File: config.mk
export PLATFORM = sky130hd
export DESIGN_NAME = keypad_scan_ctrl
export DESIGN_NICKNAME = d
export VERILOG_FILES = /design/src/rtl/keyscan_pkg.sv /design/src/rtl/sync_2ff.sv /design/src/rtl/keypad_scan_ctrl.sv
export SDC_FILE = /design/constraint.sdc
export NUM_CORES = 1
export LEC_CHECK = 0
export CAP_MARGIN = 20
export CORE_ASPECT_RATIO = 1.25
export CORE_MARGIN = 2
export CORE_UTILIZATION = 30
export CTS_BUF_LIST = sky130_fd_sc_hd__clkbuf_16
export DETAILED_ROUTE_END_ITERATION = 16
export GPL_TIMING_DRIVEN = 0
export MAX_ROUTING_LAYER = met4
export PLACE_DENSITY_LB_ADDON = 0.12
export SYNTH_ARGS = -nofsm -noshare
export SYNTH_HDL_FRONTEND = slang
export SYNTH_SLANG_ARGS = --single-unit
File: constraint.sdc
create_clock -name clk -period 3.6 [get_ports clk]
set_input_delay 0.72 -clock clk [delete_from_list [all_inputs] [get_ports clk]]
set_output_delay 0.72 -clock clk [all_outputs]
set_load 0.01 [all_outputs]
File: src/rtl/keyscan_pkg.sv
// keyscan_pkg: shared FSM states, column reset pattern and key-code helpers for the keypad scanner
package keyscan_pkg;
  typedef enum logic [1:0] {SCAN, DEB_PRESS, HELD, DEB_REL} state_t;
  localparam logic [3:0] COL_RESET = 4'b0001;
  function automatic logic [3:0] key_code(input logic [1:0] row_idx, input logic [1:0] col_idx);
    return {row_idx, col_idx};
  endfunction
  function automatic logic [1:0] lowest_bit_idx(input logic [3:0] v);
    return v[0] ? 2'd0 : v[1] ? 2'd1 : v[2] ? 2'd2 : v[3] ? 2'd3 : 2'd0;
  endfunction
endpackage

File: src/rtl/sync_2ff.sv
// sync_2ff: two-flop synchronizer for asynchronous level inputs
module sync_2ff #(
  parameter int W = 4
) (
  input  logic         clk,
  input  logic         reset,
  input  logic [W-1:0] i_d,
  output logic [W-1:0] o_q
);
  logic [W-1:0] r_meta, r_sync;
  always_ff @(posedge clk) begin
    if (reset) begin
      r_meta <= '0;
      r_sync <= '0;
    end else begin
      r_meta <= i_d;
      r_sync <= r_meta;
    end
  end
  assign o_q = r_sync;
endmodule

File: src/rtl/keypad_scan_ctrl.sv
// keypad_scan_ctrl: 4x4 keypad column scanner with press/release debounce and one key-code strobe per press
module keypad_scan_ctrl
  import keyscan_pkg::*;
#(
  parameter int SCAN_DIV = 4,
  parameter int DEBOUNCE = 8
) (
  input  logic       clk,
  input  logic       reset,
  input  logic [3:0] r,
  output logic [3:0] c,
  output logic [3:0] key,
  output logic       key_valid,
  output logic       pressed
);
  localparam int DW = $clog2(SCAN_DIV);
  localparam int CW = $clog2(DEBOUNCE);
  localparam logic [DW-1:0] DWELL_LAST = DW'(SCAN_DIV - 1);
  localparam logic [CW-1:0] CNT_LAST = CW'(DEBOUNCE - 1);
  state_t        r_state, w_state_nxt;
  logic [3:0]    w_rs, r_c, w_c_nxt, r_key;
  logic [DW-1:0] r_dwell, w_dwell_nxt;
  logic [CW-1:0] r_cnt, w_cnt_nxt;
  logic [1:0]    r_row, r_col;
  logic          r_valid, w_bit, w_dwell_end, w_cnt_end, w_capture, w_accept, w_advance;
  sync_2ff #(.W(4)) u_sync (.clk(clk), .reset(reset), .i_d(r), .o_q(w_rs));
  assign w_bit       = w_rs[r_row];
  assign w_dwell_end = r_dwell == DWELL_LAST;
  assign w_cnt_end   = r_cnt == CNT_LAST;
  assign w_capture   = (r_state == SCAN) && w_dwell_end && (|w_rs);
  assign w_accept    = (r_state == DEB_PRESS) && w_bit && w_cnt_end;
  // column moves on after an empty sample, a rejected bounce, or a completed release
  assign w_advance   = ((r_state == SCAN) && w_dwell_end && !(|w_rs)) ||
                       ((r_state == DEB_PRESS) && !w_bit) ||
                       ((r_state == DEB_REL) && !w_bit && w_cnt_end);
  assign w_c_nxt     = w_advance ? {r_c[2:0], r_c[3]} : r_c;
  assign w_dwell_nxt = ((r_state == SCAN) && !w_dwell_end) ? r_dwell + 1'b1 : '0;
  assign w_cnt_nxt   = (((r_state == DEB_PRESS) && w_bit) || ((r_state == DEB_REL) && !w_bit)) ? r_cnt + 1'b1 : '0;
  always_ff @(posedge clk) begin
    if (reset) begin
      r_state <= SCAN;
      r_c     <= COL_RESET;
      r_dwell <= '0;
      r_cnt   <= '0;
      r_row   <= '0;
      r_col   <= '0;
      r_key   <= '0;
      r_valid <= 1'b0;
    end else begin
      r_state <= w_state_nxt;
      r_c     <= w_c_nxt;
      r_dwell <= w_dwell_nxt;
      r_cnt   <= w_cnt_nxt;
      r_row   <= w_capture ? lowest_bit_idx(w_rs) : r_row;
      r_col   <= w_capture ? lowest_bit_idx(r_c) : r_col;
      r_key   <= w_accept ? key_code(r_row, r_col) : r_key;
      r_valid <= w_accept;
    end
  end
  always_comb begin
    w_state_nxt = r_state;
    case (r_state)
      SCAN:      w_state_nxt = w_capture ? DEB_PRESS : SCAN;
      DEB_PRESS: w_state_nxt = !w_bit ? SCAN : w_cnt_end ? HELD : DEB_PRESS;
      HELD:      w_state_nxt = w_bit ? HELD : DEB_REL;
      default:   w_state_nxt = w_bit ? HELD : w_cnt_end ? SCAN : DEB_REL;
    endcase
  end
  always_comb begin
    c         = r_c;
    key       = r_key;
    key_valid = r_valid;
    pressed   = (r_state == HELD) || (r_state == DEB_REL);
  end
endmodule

# After elaboration in Yosys (flattened, before gate mapping)
# Cells that the tools add are included.
# W data, S select, Z words.
dict set report totals {
  elab_cells 57
  output_inout_bits 10
  in_bits 6
  ff_bits 28
}
dict set report classes {
  n_addsub 2
  n_lt_le_gt_ge 1
  eq_ne 5
  muxes 17
  n_reduce_logical 20
  bitwise_logic 2
}
# op n
set op_table {}
lappend op_table {{$mux W2} 12}
lappend op_table {{$logic_and A1 B1 Y1} 9}
lappend op_table {{$eq A2 B2 Y1 const B} 3}
lappend op_table {{$pmux W2 S3} 1}
lappend op_table {{$logic_or A1 B1 Y1} 4}
lappend op_table {{$reduce_or A2 Y1} 2}
lappend op_table {{$reduce_or A4 Y1} 1}
lappend op_table {{$add A3 B1 Y3 const B} 1}
lappend op_table {{$eq A3 B3 Y1 const B} 1}
lappend op_table {{$logic_not A1 Y1} 3}
lappend op_table {{$lt A2 B3 Y1 const B} 1}
lappend op_table {{$mux W1} 3}
lappend op_table {{$add A2 B1 Y2 const B} 1}
lappend op_table {{$bmux W1 S2} 1}
lappend op_table {{$eq A2 B1 Y1 const B} 1}
lappend op_table {{$logic_not A2 Y1} 1}
lappend op_table {{$not A1 Y1} 2}

# Longest topological paths before layout
dict set report depth {
  ltp_word 7
  depth_mapped 6
  ltp_nobuf 5
}

# Modules after synthesis
# A second synthesis with hierarchy kept.
dict set report unflattened {
  cells_unflattened 116
  hier_area_um2 1164.9
}
# mod cells_per_inst area_per_inst_um2 instances
set modules_own_cells {}
lappend modules_own_cells {keypad_scan_ctrl 100 954.7 1}
lappend modules_own_cells {sync_2ff 16 210.2 1}

# Least setup slack after synthesis
# No wires, ideal clock.
dict set report synth_path {
  path_kind {reg2reg}
  from {reg r_row[1]}
  to {reg r_c[0] (netlist: c[0])}
  setup_ns 0.120
  required_ns 3.480
  path_slack_ns 2.078
  period_less_slack_ns 1.522
  arrival_ns 1.402
  path_stages_with_launch 4
  path_cell_list {dfxtp_1 mux4_2 o32a_4 mux2i_1}
}
dict set report synth_via {
  elab_chain_len 6
  elab_cells_between_ends 8
}
# element line
set synth_lines {}
lappend synth_lines {{start: declaration} keypad_scan_ctrl.sv:24} ;# logic [1:0] r_row, r_col;
lappend synth_lines {{start signal: assignment} keypad_scan_ctrl.sv:54} ;# r_row <= w_capture ? lowest_bit_idx(w_rs) : r_row;
lappend synth_lines {{$bmux W1 S2 *} keypad_scan_ctrl.sv:27} ;# assign w_bit = w_rs[r_row];
lappend synth_lines {{$mux W1 (implied by the code) *} keypad_scan_ctrl.sv:27}
lappend synth_lines {{$logic_not A1 Y1 *} n/a}
lappend synth_lines {{$logic_and A1 B1 Y1 (on tied branches)} {keypad_scan_ctrl.sv:34, keypad_scan_ctrl.sv:35}}
lappend synth_lines {{$logic_or A1 B1 Y1 or $logic_and A1 B1 Y1 (tied branches)} {keypad_scan_ctrl.sv:33, keypad_scan_ctrl.sv:35}}
lappend synth_lines {{$logic_or A1 B1 Y1 *} keypad_scan_ctrl.sv:34} ;# ((r_state == DEB_PRESS) && !w_bit) ||
lappend synth_lines {{end signal: assignment} keypad_scan_ctrl.sv:51} ;# r_c <= w_c_nxt;
lappend synth_lines {{end: declaration} keypad_scan_ctrl.sv:21} ;# logic [3:0] w_rs, r_c, w_c_nxt, r_key;
# Mark *: on every way between the ends. The rest lies on a longest branch, timed or not. The select of a mux whose other input is x is not followed.
# A chain may end at the register's enable or synchronous reset.

# Worst setup path after layout
dict set report layout_path {
  from {reg r_state[1]}
  to {out pressed}
}
dict set report layout_via {
  elab_chain_len 2
  elab_cells_between_ends 3
}
# element line
set layout_lines {}
lappend layout_lines {{start: declaration} keypad_scan_ctrl.sv:20} ;# state_t r_state, w_state_nxt;
lappend layout_lines {{start signal: assignment} keypad_scan_ctrl.sv:50} ;# r_state <= w_state_nxt;
lappend layout_lines {{$eq A2 B2 Y1} keypad_scan_ctrl.sv:73} ;# pressed = (r_state == HELD) || (r_state == DEB_REL);
lappend layout_lines {{$logic_or A1 B1 Y1 *} keypad_scan_ctrl.sv:73}
lappend layout_lines {{end: declaration} keypad_scan_ctrl.sv:14} ;# output logic pressed
# Mark *: on every way between the ends. The rest lies on a longest branch, timed or not.

==> flow_metrics.env <==
export IMPL_setup_violations=0
export IMPL_maxCapViolCount=0
export IMPL_drtIter0Drc=39
export IMPL_cts_hold_buffers=0
export IMPL_stdcell_area_um2=1470
export IMPL_die_w_um=59.7
export IMPL_tns_ns=0
export IMPL_synth_top_cell_area_share_pct=48.1
export IMPL_layout_commonest_cell="dfxtp_1"
export IMPL_worstPathCellList="clkbuf_1 -> clkbuf_1 -> clkdlybuf4s50_1"
export IMPL_p_leak_nw=0.591
export IMPL_maxSlewHeadroom_pct=54.7
export IMPL_pre_cts_ws_ns=1.30
export IMPL_cpMostUsedCell="clkbuf_1"
export IMPL_drive_above_1_share_pct=9.70
export IMPL_routed_wirelength_um=2230
export IMPL_grt_ovfl_total=0
export IMPL_ys_ff_latch=28
export IMPL_root_buffer="clkbuf_16"
export IMPL_nFillCells=376
export IMPL_drv_slew=0
export IMPL_synthesis_nets=125
export IMPL_cts_resized=0
export IMPL_ys_types=33
export IMPL_worstMarginPinSlew_ns=0.678
export IMPL_synth_flop_cell="dfxtp_1"
export IMPL_coreArea_um2=3750
export IMPL_path_max_fanout=10
export IMPL_skew_ns=0.00541
export IMPL_tritoncts="built"
export IMPL_final_cell_mix="dfxtp_1 (28), clkdlybuf4s50_1 (15), nor2b_1 (12), a21oi_1 (8), nor2_1 (6)"
export IMPL_antenna_found_initial=0
export IMPL_numCtsBuffers=3
export IMPL_placed_area_um2=1370
export IMPL_num_io_pins=16
export IMPL_via_count=866
export IMPL_cpLargestDelayFamily="buffers and inverters"
export IMPL_portBuffers=15
export IMPL_arrival_ns=1.55
export IMPL_worstSetupPathType="flop to output port"
export IMPL_end_kind="output port"
export IMPL_dieArea_um2=4400
export IMPL_cp_num_buf_inv=3
export IMPL_worst_hold_slack_ns=0.430
export IMPL_fin_total_pwr_mw=0.700
export IMPL_worst_ep_required_time_ns=2.88
export IMPL_finalWorstSetupSlack_ns=1.33
export IMPL_ir_drop_mv=0.243
export IMPL_hold_class="flop to flop"
export IMPL_slowest_delay_ns=0.53
export IMPL_ys_seq_area_share_pct=48.1
export IMPL_fmax_mhz=441
export IMPL_clockBufferDepth=2
export IMPL_post_cts_buffers=0
export IMPL_cp_slowest_cell="clkdlybuf4s50_1"
export IMPL_power_density_nw_per_um2=476
export IMPL_antenna_cells=0
export IMPL_start_util_pct=31.0
export IMPL_grtUsageTotal_pct=10.6
export IMPL_yosys_area_top_type="dfxtp_1"
export IMPL_fin_nets=145
export IMPL_cts_clk_slew_worst_paths_ns=0.07
export IMPL_numClockSinks=28
export IMPL_hold_viol=0
export IMPL_first_global_vias=707
export IMPL_rsz0062_at_grt="no"
export IMPL_drtAntennaViolNets=0
export IMPL_syn_area_um2=1160
export IMPL_netlist_instances=115
export IMPL_routabilityCongestion=0.812
export IMPL_synth_edf_count=0
export IMPL_viasPerCell=4.98
export IMPL_rows=25
export IMPL_synth_area_per_cell_um2=10.1
export IMPL_grt_start_max_net_pins=17
export IMPL_dr_pass1_iters=4
export IMPL_synthArstFlopShare_pct=0
export IMPL_drc_errors=0
export IMPL_hpwl_um=1640
export IMPL_die_h_um=73.7
export IMPL_wl_per_cell_um=12.8
export IMPL_yosys_warnings=0
export IMPL_period_share_pct=63.0
export IMPL_area_growth_pct=26.2
export IMPL_outcome="complete, no violations"
export IMPL_htree_levels=1
export IMPL_grt_pass1_wl_um=3370
export IMPL_start_kind="flop"
export IMPL_layout_min_cycle_time_ns=2.27
export IMPL_clk_latency_ns=0.26
export IMPL_synth_top_cells_by_area="dfxtp_1 (48%), nor2b_1 (6.4%), ha_1 (4.3%), mux2i_1 (4.3%), a21oi_1 (3.4%)"
synth_stat cells (all sizes together), types with 2 or more instances:
master	number
nor4	3
ha	4
nand2	2
nor4b	2
nor2b	12
nor3b	2
a21oi	8
o21ai	3
a21bo	3
nor2	6
inv	4
o2111ai	2
mux2i	5
nand2b	5
nand3	3
dfxtp	28
clkbuf	5
and2	2
buf	2
a21o	2
per-stage QoR:
step | utilization, % | cells
3_3_place_gp | 36.4 | 170
5_1_grt | 39.2 | 174
2_1_floorplan | - | 115
4_1_cts | 39.2 | 174
3_5_place_dp | 36.4 | 170
6_report | 39.2 | 174
report_power, final:
| part | switching [mW] | internal (mW) |
|---|---|---|
| sequential | 0.00697 | 0.320 |
| combinational | 0.0223 | 0.0245 |
| clock | 0.106 | 0.221 |
registers in the layout, indices dropped and copies added, names as in the netlist:
signal	flops
key	4
r_dwell	2
u_sync.r_meta	4
u_sync.o_q	4
r_col	2
r_row	2
c	4
r_state	2
r_cnt	3
key_valid	1
layer usage:
layer / wire length [um] / track usage [%] / vias up / part of all wire (%)
li1: - / - / 441 / -
met1: 1070 / 14.3 / 402 / 48
met2: 1050 / 15.6 / 21 / 47
met3: 82 / 1.06 / 2 / 3.7
met4: 27 / 5.19 / 0 / 1.2
met5: 0 / - / - / 0
cells by family after synthesis:
family | share of synthesized area, %
muxes | 7.20
xor gates and xnor gates | 0.752
and+or+nand+nor | 21.6
DFF | 48.1
adders and majority gates | 4.30
buffers and inverters | 3.87
AOI/OAI and AO/OA | 14.2
layout make-up:
type	count	area, um2	share of cell area (%)
Multi-Input combinational cell	76	559	38.0
Timing Repair Buffer	15	150	10.2
Clock buffer	3	75.1	5.11
Inverter	4	15.0	1.02
Sequential cell	28	561	38.1
Buffer	7	30.0	2.04
Clock inverter	1	30.0	2.04
Tap cell	40	50.0	3.40
worst register-to-register path, cell delays in order, from the launching register on:
cell	delay, ns
dfxtp_1	0.43
mux4_2	0.55
buf_4	0.20
xnor2_1	0.16
nor4b_1	0.26
path summary, 6_finish.rpt:
check	startpoint	to	slack (ns)	depth (start not counted)
worst max register to register	r_row[1]	r_cnt[1]	1.90	4
worst min-delay path	r_dwell[0]	r_dwell[0]	0.43	1
worst min register to register	r_dwell[0]	r_dwell[0]	0.43	1
worst max-delay path	r_state[1]	pressed	1.33	3
Note: power is estimated with default switching activity, not from simulation.
==> variant 1 (same settings) <==
`DEBOUNCE`: 8 -> 16.
--- a/src/rtl/keypad_scan_ctrl.sv
+++ b/src/rtl/keypad_scan_ctrl.sv
@@ -3,7 +3,7 @@
   import keyscan_pkg::*;
 #(
   parameter int SCAN_DIV = 4,
-  parameter int DEBOUNCE = 8
+  parameter int DEBOUNCE = 16
 ) (
   input  logic       clk,
   input  logic       reset,
Behaviour: no difference found for any inputs over 10 cycles, from zero or initial values and one cycle with reset high; that may be too few to reach the edited logic, so the function may still have changed.
==> variant 1 against the original RTL <==
- setup slack better by 0.11 ns
- clock skew down 0.0025 ns
- routed wire length is 13% lower
- total power grew 9.5%
- utilization up 0.53 points
- first-iteration DRC count shrank 49%
- area after synthesis decreased by 1.7%
- design area rose by 0.51%
- global-route usage grew 0.67 points
- synthesized cell count is 4.3% lower
- critical path depth is the same
- count of clock-buffer cells in the layout increased by 2
- sequential cell count rose by 1
- maximum frequency up 5.1%
- highest routed layer unchanged
==> variant 1: results (changes against the original RTL) <==
status -> complete, no violations (unchanged)
routability-driven placement congestion ratio -> 0.766 (was 0.812)
final worst setup slack -> 1.44 ns (was 1.33 ns)
FF-to-FF path depth -> 5 (was 4)
Vias -> 804 (was 866)
largest cells by area after synthesis -> dfxtp_1 (51%), mux2i_1 (7.9%), nor2b_1 (4.9%), nor2_1 (4.6%), nand2b_1 (2.7%) (was dfxtp_1 (48%), nor2b_1 (6.4%), ha_1 (4.3%), mux2i_1 (4.3%), a21oi_1 (3.4%))
post-CTS setup repair buffer count -> 0 (unchanged)
clock buffer depth -> 2 (unchanged)
gr usage total -> 11.2% (was 10.6%)
crit path DAT -> 1.44 ns (was 1.55 ns)
antenna violations before repair -> 0 (unchanged)
Inserted Clock Buffers -> 5 (was 3)
Post-synth EDFFs -> 0 (unchanged)
top layer in use -> met4 (unchanged)
Async SR Flop Fraction -> 0% (unchanged)
Tightest Pin Transition -> 0.445 ns (was 0.678 ns)
DP Worst Slack -> 1.72 ns (was 1.30 ns)
clk_skew -> 0.00296 ns (was 0.00541 ns)
Unique masters post-synth -> 34 (was 33)
DR iter-0 viols -> 20 (was 39)
Seq/Total Area, Yosys -> 50.7% (was 48.1%)
GR met3 Demand/Resource -> 4.26% (was 1.06%)
Die Width -> 59.3 um (was 59.7 um)
HPWL Detailed -> 1480 um (was 1640 um)
Hold EP -> u_sync.o_q[0] (was r_dwell[0])
Antenna diodes -> 0 (unchanged)
r2r startpoint -> r_dwell[0] (was r_row[1])
layout cell share with drive strength beyond 1 -> 13.6% (was 9.70%)
crit path capture -> pressed (unchanged)
H-Tree Depth -> 2 (was 1)
Hold Crit Start -> u_sync.r_meta[0] (was r_dwell[0])
Final nets -> 139 (was 145)
Resized cells post-CTS -> 0 (unchanged)
commonest cells in the netlist -> dfxtp_1 (29), nor2_1 (14), mux2i_1 (9), nor2b_1 (9) (was dfxtp_1 (28), nor2b_1 (12), a21oi_1 (8))
met2 wire length -> 1000 um (was 1050 um)
worst flop-to-flop path endpoint -> r_col[1] (was r_cnt[1])
drt pass-1 iters -> 4 (unchanged)
Leakage Power -> 0.626 nW (was 0.591 nW)
met1 Use GR -> 11.5% (was 14.3%)
Hold/Removal Path Class -> reg2reg (unchanged)
vias in the first global route -> 786 (was 707)
Avg Inst Size Synth -> 10.4 um2 (was 10.1 um2)
R2R setup slack -> 1.94 ns (was 1.90 ns)
met2 Resource Use GR -> 17.9% (was 15.6%)
non-filler cells, final -> 172 (was 174)
Worst Hold Depth -> 1 (unchanged)
met3 WL -> 94 um (was 82 um)
peak supply drop -> 0.225 mV (was 0.243 mV)
Buffers on Ports -> 14 (was 15)
Routed met1 length -> 802 um (was 1070 um)
first-pass GRT wire length -> 3440 um (was 3370 um)
critical path peak fanout -> 8 (was 10)
hold_ws -> 0.434 ns (was 0.430 ns)
dpl cell area -> 0.00134 mm2 (was 0.00137 mm2)
largest net degree at the start of global routing -> 11 (was 17)
placed cell count -> 164 (was 170)
clk slew on worst S/H paths -> 0.05 ns (was 0.07 ns)
syn_nets -> 118 (was 125)
Routed WL -> 1950 um (was 2230 um)
-- variant 1: kinds of logic after synthesis --
group	share of synthesized area, %
simple gates	23.1
flops	50.7
compound gates	7.54
buf+inv	4.37
mux	9.84
xor+xnor	2.30
fa+ha+maj	2.19
-- variant 1: cell type report --
cell class,instances,area (um2)
Timing Repair Buffer,14,140
Buffer,5,31.3
Tap cell,40,50.0
Fill cell,366,2240
Inverter,5,18.8
Clock inverter,3,17.5
Multi-Input combinational cell,71,514
Clock buffer,5,125
Sequential cell,29,581
-- variant 1: where the power goes --
| part | switching [mW] | internal [mW] | leakage [nW] |
|---|---|---|---|
| Combinational | 0.0169 | 0.0213 | 0.320 |
| Sequential | 0.00638 | 0.332 | 0.236 |
| Clock | 0.138 | 0.252 | 0.0696 |
| Total | 0.161 | 0.605 | 0.626 |
-- variant 1: worst max-delay path, delay by kind of cell, from the launching register on --
family,cells,cell delay [ns]
flops,1,0.32
buf+inv,3,0.85
==> variant 2 (config.mk and constraints unchanged) <==
Without the edit above. `r_key` no longer has a reset.
--- a/src/rtl/keypad_scan_ctrl.sv
+++ b/src/rtl/keypad_scan_ctrl.sv
@@ -44,7 +44,6 @@
       r_cnt   <= '0;
       r_row   <= '0;
       r_col   <= '0;
-      r_key   <= '0;
       r_valid <= 1'b0;
     end else begin
       r_state <= w_state_nxt;
@@ -53,9 +52,12 @@
       r_cnt   <= w_cnt_nxt;
       r_row   <= w_capture ? lowest_bit_idx(w_rs) : r_row;
       r_col   <= w_capture ? lowest_bit_idx(r_c) : r_col;
-      r_key   <= w_accept ? key_code(r_row, r_col) : r_key;
       r_valid <= w_accept;
     end
+  end
+
+  always_ff @(posedge clk) begin
+    r_key <= w_accept ? key_code(r_row, r_col) : r_key;
   end
   always_comb begin
     w_state_nxt = r_state;
Check against the original RTL: no difference found for any inputs over 10 cycles, from zero or initial values and one cycle with reset high; that may be too few to reach the edited logic, so the function may still have changed.
==> variant 2 against the original RTL <==
- setup slack gained 0.012 ns
- final cell count fell by 9.8%
- total power shrank 0.48%
- utilization grew 1.0 points
- die area shrank 5.6%
- design area shrank 4.8%
- routed wire length decreased by 17%
- sequential cell count is the same
- area after synthesis down 5.9%
==> variant 2: results (changes against the original RTL) <==
peak supply drop -> 0.330 mV (was 0.243 mV)
Post-Synth Adder-Cell Area -> 4.57% (was 4.30%)
layout cell share with drive strength beyond 1 -> 7.63% (was 9.70%)
top layer in use -> met4 (unchanged)
Resized cells post-CTS -> 0 (unchanged)
Hold/Removal Path Class -> reg2reg (unchanged)
Power Density -> 498 mW/mm2 (was 476 mW/mm2)
first-pass GRT wire length -> 3250 um (was 3370 um)
Clk pwr share -> 46.2% (was 46.7%)
Routed met1 length -> 832 um (was 1070 um)
GR met3 Demand/Resource -> 3.25% (was 1.06%)
Leakage Power -> 0.562 nW (was 0.591 nW)
post-synthesis mux area share -> 5.71% (was 7.20%)
largest cells by area after synthesis -> dfxtp_1 (44%), edfxtp_1 (11%), nor2b_1 (7.4%), ha_1 (4.6%), mux2i_1 (3.7%) (was dfxtp_1 (48%), nor2b_1 (6.4%), ha_1 (4.3%), mux2i_1 (4.3%), a21oi_1 (3.4%))
non-filler cells, final -> 157 (was 174)
Syn. warnings -> 0 (unchanged)
Final nets -> 129 (was 145)
clk_skew -> 0.00231 ns (was 0.00541 ns)
r2r startpoint -> r_state[1] (was r_row[1])
Hold Crit Start -> r_cnt[0] (was r_dwell[0])
commonest cells in the netlist -> dfxtp_1 (24), nor2b_1 (13), nor2_1 (6) (was dfxtp_1 (28), nor2b_1 (12), a21oi_1 (8))
syn_nets -> 109 (was 125)
Unique masters post-synth -> 30 (was 33)
dpl cell area -> 0.00129 mm2 (was 0.00137 mm2)
hold_ws -> 0.432 ns (was 0.430 ns)
NetSw -> 127 uW (was 135 uW)
met3 WL -> 100 um (was 82 um)
met2 Resource Use GR -> 16.7% (was 15.6%)
fillcell total -> 343 (was 376)
Vias/cell -> 4.80 (was 4.98)
worst flop-to-flop path endpoint -> r_row[0] (was r_cnt[1])
post-synthesis compound-gate area fraction -> 9.82% (was 14.2%)
Synth Instances -> 99 (was 115)
DP Worst Slack -> 1.57 ns (was 1.30 ns)
status -> complete, no violations (unchanged)
post-synthesis xor/xnor area fraction -> 0.799% (was 0.752%)
Comb power -> 41.7 uW (was 46.7 uW)
Rel. slew slack -> 52.6% (was 54.7%)
vias in the first global route -> 717 (was 707)
Post-synth EDFFs -> 4 (was 0)
HPWL Detailed -> 1370 um (was 1640 um)
routability-driven placement congestion ratio -> 0.758 (was 0.812)
placed cell count -> 153 (was 170)
Hold EP -> r_cnt[0] (was r_dwell[0])
met1 Use GR -> 12.7% (was 14.3%)
==> variant 2: cell type report <==
type | count | area, um2 | area share, %
Clock inverter | 1 | 30.0 | 2.14
Tap cell | 39 | 48.8 | 3.49
Timing Repair Buffer | 15 | 150 | 10.7
Inverter | 4 | 15.0 | 1.07
Buffer | 4 | 15.0 | 1.07
Multi-Input combinational cell | 63 | 465 | 33.2
Sequential cell | 28 | 601 | 42.9
Clock buffer | 3 | 75.1 | 5.36
==> variant 2: how the worst max path moves through the flow <==
| stage | start | to | slack [ns] | cells past startpoint |
|---|---|---|---|---|
| floorplan | r_row[1] | c[0] | 2.06 | 3 |
| global placement | reset | r_row[0] | 1.57 | 3 |
| detailed placement | reset | r_cnt[1] | 1.57 | 3 |
| CTS | r_state[1] | pressed | 1.32 | 3 |
| global route | r_state[1] | pressed | 1.20 | 3 |
| finish | r_state[1] | pressed | 1.34 | 3 |
